===== src/rtl/alu_pkg.sv =====
`default_nettype none
// +----------------------------------------------------------------------+
// | alu_pkg: shared types, codes and CRC helpers for the ALU serial codec |
// | Rev 1.0                                                              |
// +----------------------------------------------------------------------+
package alu_pkg;

  localparam int N_DATA = 8;

  typedef enum logic [2:0] {
    OP_AND = 3'b000,
    OP_OR  = 3'b001,
    OP_ADD = 3'b100,
    OP_SUB = 3'b101
  } operation_t;

  localparam logic [5:0] ERR_DATA = 6'b100100;
  localparam logic [5:0] ERR_CRC  = 6'b010010;
  localparam logic [5:0] ERR_OP   = 6'b001001;

  localparam logic WTYPE_DATA = 1'b0;
  localparam logic WTYPE_CTRL = 1'b1;

  function automatic logic is_valid_op(input logic [2:0] code);
    case (code)
      OP_AND, OP_OR, OP_ADD, OP_SUB: is_valid_op = 1'b1;
      default:                       is_valid_op = 1'b0;
    endcase
  endfunction

  // MSB-first LFSR, x^4+x+1, init 0
  function automatic logic [3:0] crc4(input logic [67:0] data);
    logic [3:0] c;
    logic       fb;
    c = 4'h0;
    for (int i = 67; i >= 0; i--) begin
      fb = c[3] ^ data[i];
      c  = {c[2:0], 1'b0} ^ (fb ? 4'b0011 : 4'b0000);
    end
    return c;
  endfunction

  // MSB-first LFSR, x^3+x+1, init 0
  function automatic logic [2:0] crc3(input logic [35:0] data);
    logic [2:0] c;
    logic       fb;
    c = 3'h0;
    for (int i = 35; i >= 0; i--) begin
      fb = c[2] ^ data[i];
      c  = {c[1:0], 1'b0} ^ (fb ? 3'b011 : 3'b000);
    end
    return c;
  endfunction

endpackage
`default_nettype wire


===== src/rtl/alu_serial_word_tx.sv =====
`default_nettype none
// +----------------------------------------------------------------------+
// | alu_serial_word_tx: 11-bit PISO word transmitter, idle-high line      |
// | Rev 1.0                                                              |
// +----------------------------------------------------------------------+
module alu_serial_word_tx (
  input  logic        clk,
  input  logic        rst_n,
  input  logic        load,
  input  logic [10:0] word,
  output logic        busy,
  output logic        sout
);

  logic [9:0] r_shift;
  logic [3:0] r_cnt;

  // busy drops while the stop bit is on the line, so a new load follows seamlessly
  assign busy = (r_cnt != 4'd0);

  always_ff @(posedge clk or negedge rst_n) begin
    if (!rst_n) begin
      sout    <= 1'b1;
      r_shift <= '1;
      r_cnt   <= 4'd0;
    end else if (load) begin
      sout    <= word[10];
      r_shift <= word[9:0];
      r_cnt   <= 4'd10;
    end else if (r_cnt != 4'd0) begin
      sout    <= r_shift[9];
      r_shift <= {r_shift[8:0], 1'b1};
      r_cnt   <= r_cnt - 4'd1;
    end
  end

endmodule
`default_nettype wire


===== src/rtl/alu_serial_codec.sv =====
`default_nettype none
// +----------------------------------------------------------------------+
// | alu_serial_codec: serial request/response front end for an ALU core   |
// | Rev 1.0                                                              |
// +----------------------------------------------------------------------+
module alu_serial_codec #(
  parameter int N_DATA = alu_pkg::N_DATA
) (
  input  logic        clk,
  input  logic        rst_n,
  input  logic        sin,
  output logic        sout,
  output logic        op_valid,
  input  logic        op_ready,
  output logic [31:0] A,
  output logic [31:0] B,
  output logic [2:0]  op,
  input  logic        res_valid,
  output logic        res_ready,
  input  logic [31:0] result,
  input  logic [3:0]  flags
);
  import alu_pkg::*;

  typedef enum logic [2:0] {
    S_IDLE, S_RX_WORD, S_DECODE, S_CORE_REQ, S_CORE_WAIT, S_TX
  } state_t;

  state_t      r_state;
  logic [3:0]  r_bit_cnt;
  logic [8:0]  r_rx_shift;
  logic [63:0] r_data;
  logic [3:0]  r_data_cnt;
  logic        r_frame_err;
  logic [2:0]  r_op_rx;
  logic [3:0]  r_crc_rx;
  logic [31:0] r_result;
  logic [3:0]  r_flags;
  logic [2:0]  r_crc3;
  logic        r_err_mode;
  logic [5:0]  r_err_code;
  logic [2:0]  r_tx_idx;
  logic [2:0]  r_tx_left;

  logic        w_err_data, w_err_crc, w_err_op;
  logic        w_tx_busy, w_tx_load;
  logic [10:0] w_tx_word;

  assign w_err_data = (r_data_cnt != 4'(N_DATA)) || r_frame_err;
  assign w_err_crc  = (crc4({r_data, 1'b1, r_op_rx}) != r_crc_rx);
  assign w_err_op   = !is_valid_op(r_op_rx);
  assign w_tx_load  = (r_state == S_TX) && !w_tx_busy && (r_tx_left != 3'd0);

  always_comb begin
    w_tx_word = {1'b0, WTYPE_CTRL, 1'b0, r_flags, r_crc3, 1'b1};
    if (r_err_mode) begin
      w_tx_word = {1'b0, WTYPE_CTRL, 1'b1, r_err_code, ^{1'b1, r_err_code}, 1'b1};
    end else begin
      case (r_tx_idx)
        3'd0:    w_tx_word = {1'b0, WTYPE_DATA, r_result[31:24], 1'b1};
        3'd1:    w_tx_word = {1'b0, WTYPE_DATA, r_result[23:16], 1'b1};
        3'd2:    w_tx_word = {1'b0, WTYPE_DATA, r_result[15:8],  1'b1};
        3'd3:    w_tx_word = {1'b0, WTYPE_DATA, r_result[7:0],   1'b1};
        default: ;
      endcase
    end
  end

  always_ff @(posedge clk or negedge rst_n) begin
    if (!rst_n) begin
      r_state     <= S_IDLE;
      r_bit_cnt   <= 4'd0;
      r_rx_shift  <= 9'd0;
      r_data      <= 64'd0;
      r_data_cnt  <= 4'd0;
      r_frame_err <= 1'b0;
      r_op_rx     <= 3'd0;
      r_crc_rx    <= 4'd0;
      r_result    <= 32'd0;
      r_flags     <= 4'd0;
      r_crc3      <= 3'd0;
      r_err_mode  <= 1'b0;
      r_err_code  <= 6'd0;
      r_tx_idx    <= 3'd0;
      r_tx_left   <= 3'd0;
      op_valid    <= 1'b0;
      res_ready   <= 1'b0;
      A           <= 32'd0;
      B           <= 32'd0;
      op          <= 3'd0;
    end else begin
      case (r_state)
        S_IDLE: begin
          if (!sin) begin
            r_bit_cnt <= 4'd0;
            r_state   <= S_RX_WORD;
          end
        end
        S_RX_WORD: begin
          r_rx_shift <= {r_rx_shift[7:0], sin};
          r_bit_cnt  <= r_bit_cnt + 4'd1;
          // tenth sample is the stop bit; type bit now sits in r_rx_shift[8]
          if (r_bit_cnt == 4'd9) begin
            if (!sin) r_frame_err <= 1'b1;
            if (r_rx_shift[8] == WTYPE_CTRL) begin
              r_op_rx  <= r_rx_shift[6:4];
              r_crc_rx <= r_rx_shift[3:0];
              r_state  <= S_DECODE;
            end else begin
              r_data <= {r_data[55:0], r_rx_shift[7:0]};
              if (r_data_cnt != 4'd9) r_data_cnt <= r_data_cnt + 4'd1;
              r_state <= S_IDLE;
            end
          end
        end
        S_DECODE: begin
          r_tx_idx <= 3'd0;
          if (w_err_data || w_err_crc || w_err_op) begin
            r_err_code <= w_err_data ? ERR_DATA : (w_err_crc ? ERR_CRC : ERR_OP);
            r_err_mode <= 1'b1;
            r_tx_left  <= 3'd1;
            r_state    <= S_TX;
          end else begin
            B          <= r_data[63:32];
            A          <= r_data[31:0];
            op         <= r_op_rx;
            op_valid   <= 1'b1;
            r_err_mode <= 1'b0;
            r_state    <= S_CORE_REQ;
          end
        end
        S_CORE_REQ: begin
          if (op_ready) begin
            op_valid  <= 1'b0;
            res_ready <= 1'b1;
            r_state   <= S_CORE_WAIT;
          end
        end
        S_CORE_WAIT: begin
          if (res_valid) begin
            r_result  <= result;
            r_flags   <= flags;
            r_crc3    <= crc3({result, flags});
            res_ready <= 1'b0;
            r_tx_left <= 3'd5;
            r_state   <= S_TX;
          end
        end
        S_TX: begin
          if (!w_tx_busy) begin
            if (r_tx_left != 3'd0) begin
              r_tx_left <= r_tx_left - 3'd1;
              r_tx_idx  <= r_tx_idx + 3'd1;
            end else begin
              r_data_cnt  <= 4'd0;
              r_frame_err <= 1'b0;
              r_state     <= S_IDLE;
            end
          end
        end
        default: r_state <= S_IDLE;
      endcase
    end
  end

  alu_serial_word_tx u_word_tx (
    .clk   (clk),
    .rst_n (rst_n),
    .load  (w_tx_load),
    .word  (w_tx_word),
    .busy  (w_tx_busy),
    .sout  (sout)
  );

endmodule
`default_nettype wire


===== config.mk =====
export PLATFORM = sky130hd
export DESIGN_NAME = alu_serial_codec
export DESIGN_NICKNAME = d
export VERILOG_FILES = /design/src/rtl/alu_pkg.sv /design/src/rtl/alu_serial_word_tx.sv /design/src/rtl/alu_serial_codec.sv
export SDC_FILE = /design/constraint.sdc
export NUM_CORES = 1
export LEC_CHECK = 0
export ABC_AREA = 1
export BUFFER_PORTS_ARGS = -buffer_cell sky130_fd_sc_hd__buf_4
export CAP_MARGIN = 20
export CORE_UTILIZATION = 35
export DETAILED_ROUTE_END_ITERATION = 10
export PLACE_DENSITY = 0.53
export SYNTH_ARGS = -nofsm -noshare
export SYNTH_HDL_FRONTEND = slang
export SYNTH_SLANG_ARGS = --single-unit

===== constraint.sdc =====
create_clock -name clk -period 5.9 [get_ports clk]
set_input_delay 0.885 -clock clk [delete_from_list [all_inputs] [get_ports clk]]
set_output_delay 0.885 -clock clk [all_outputs]
set_load 0.01 [all_outputs]

==> qor.yml <==
fmax_mhz: 144
seq_area_frac_synth: 0.451
grt_usage: 0.179
worstMarginPinSlew_ns: 0.990
violations: "negative setup slack"
cts_root_buffer: "clkbuf_16"
synth_cell_type_count: 38
finalSetupViolations: 77
final_area_um2: 18100
hold_viol_final: 0
portBuffers: 110
cpMaxStageDelayCell: "dfrtp_2"
critPathMostFrequentCell: "nand2_4"
avgSynthCellArea_um2: 7.71
cts-buffers-inserted: 27
antenna_found_initial: 0
clkLatencyLatePin_ns: 0.54
wire_per_inst_um: 15.8
hold-worst-slack_ns: 0.299
outcome: "complete, but fails checks"
fp.coreArea_um2: 34800
setup_ws_ns: -1.06
drcViolationCount: 0
initial_core_util: 0.358
synth_edf_count: 0
required_ns: 6.30
cts_tree: "built"
layout.nets: 1867
crit_path_end_kind: "flop"
viasPerCell: 4.90
die_w_um: 191
totalWireLength_um: 36100
synth_area_um2: 12500
cpPeakStageDelay_ns: 0.47
areaGrowthSynthToFinish_pct: 45.5
skew_ns: 0.0113
hold_class: "in2async"
drtIter0Drc: 586
grt-ovfl-total: 0
dpl_cell_area_um2: 14100
clock_path_buffers: 3
die-area_um2: 36300
hold_buffers: 0
h-tree-depth: 1
cap_viol_max_count: 0
synth_nets: 1669
synth-seq-cells: 224
yosys_warnings: 0
syn_inst: 1615
firstDrtPassIters: 5
cp_max_fo: 8
gp_congestion: 0.857
critPathKind: "reg2reg"
fp-row-count: 68
grt_max_degree: 152
synthArstFlopShare: 1.00
finalCriticalPeriod_ns: 6.96
synth_top_flop_cell: "dfrtp_1"
slew_viol_final: 0
clock_sinks: 224
die_y_um: 191
rsz0062_at_grt: "true"
clk_pin_slew_ns: 0.06
hpwl_um: 22900
ios: 111
startpoint_type: "flop"
place_ws_ns: -0.913
diodes: 0
fin_crit_sh: 1.18
ant_nets: 0
vias: 11200
finalNonFillerCells: 2288
numPlacedInstances: 2196
arrival_ns: 7.36
relSlewSlack: 0.340
layout-drive-gt1-share: 0.421
grt_pass1_vias: 10500
grt_pass1_wl_um: 53100
-- layout by cell type, fill, tap and decap left out, types with 4 or more instances in the layout --
cell type  count
dfrtp_1      211
o21ai_1       31
nand3_4       52
buf_4        181
inv_4          9
buf_6         10
inv_2         20
clkbuf_8       7
nor2_1        21
nand2_4      134
nand3_1       61
bufinv_16      4
nand3_2       72
nor2_2         4
buf_16         5
o21ai_0      146
ha_1          13
nand2_8        5
a21oi_1       11
nor2_4         5
nand2_1      298
inv_1        170
nand2_2      143
o21ai_2       37
a221oi_1       8
dfstp_2       10
nor3_1         4
clkinv_2       5
xnor2_1       12
xnor2_2       10
xor2_1        45
o22ai_1       11
clkbuf_16     34
-- synth_stat cells (13+ instances only) --
| cell type | number | area [um2] |
|---|---|---|
| nand2_2 | 58 | 363 |
| ha_1 | 13 | 163 |
| nand3_2 | 20 | 200 |
| nand2_1 | 518 | 1940 |
| o21ai_1 | 37 | 185 |
| o21ai_2 | 24 | 210 |
| inv_2 | 17 | 63.8 |
| inv_1 | 182 | 683 |
| clkbuf_1 | 26 | 97.6 |
| o21ai_0 | 153 | 766 |
| dfrtp_1 | 214 | 5360 |
| xnor2_1 | 24 | 210 |
| xor2_1 | 50 | 438 |
| nor2_1 | 27 | 101 |
| nand3_1 | 165 | 826 |
-- registers in the layout, summed over array words and instances (netlist names), 4 cells and up --
name / cells
A: 32
B: 32
r_bit_cnt: 4
r_crc_rx: 4
r_data: 64
r_data_cnt: 4
r_flags: 4
r_result: 32
r_rx_shift: 9
u_word_tx.r_cnt: 4
u_word_tx.r_shift: 9
-- per-layer routing --
layer  up-vias  track usage  share of wire
met3        61       0.0237          0.033
met5         -            0              0
met4         0       0.0520          0.026
met1      5400        0.245           0.46
li1       5576            -              -
met2       180        0.292           0.48
-- kinds of logic after synthesis --
family	Yosys count	share of synthesized area
flops	224	0.451
mux	1	0.000804
buf+inv	241	0.0798
compound gates	251	0.114
simple gates	810	0.288
fa+ha+maj	13	0.0131
xor+xnor	75	0.0534
-- critical path: cells and delay by family, from the launching register on --
| family | cells | cell delay [ns] |
|---|---|---|
| and+or+nand+nor | 60 | 5.50 |
| xor gates and xnor gates | 1 | 0.15 |
| AOI/OAI and AO/OA | 1 | 0.05 |
| buffers and inverters | 6 | 0.62 |
| DFF | 1 | 0.47 |
-- metrics by stage --
stage | util | setup TNS (ns)
2_1_floorplan | - | 0
3_3_place_gp | 0.405 | -61.63
3_5_place_dp | 0.405 | -66.53
4_1_cts | 0.444 | -57.41
5_1_grt | 0.521 | -109.91
6_report | 0.521 | -77.70
-- repair_timing --
item	4_1_cts	5_1_grt
resized for setup	73	540
setup buffers	10	25
setup endpoints to repair	77	80
pin swaps	17	155
gates cloned	2	9
-- final timing paths --
kind	slack, ns	start	cells after the start	to
worst min register to register	0.48	r_rx_shift[7]	2	r_rx_shift[8]
worst max-delay path	-1.06	r_data[63]	68	A[28]
min in group clk	0.48	r_rx_shift[7]	2	r_rx_shift[8]
max in group asynchronous	4.24	rst_n	2	r_data[62]
worst min-delay path	0.30	rst_n	1	r_data[16]
worst max register to register	-1.06	r_data[63]	68	A[28]
-- final cells by class --
class / count / area (um2)
Tap cell: 455 / 569
Inverter: 201 / 782
Sequential cell: 224 / 5620
Clock inverter: 12 / 169
Fill cell: 3171 / 16700
Multi-Input combinational cell: 1150 / 8310
Clock buffer: 37 / 783
Timing Repair Buffer: 209 / 1890
Power is left out: the tool's default activity adds up to more than one toggle a clock period on the data nets, which glitch-free logic cannot reach.
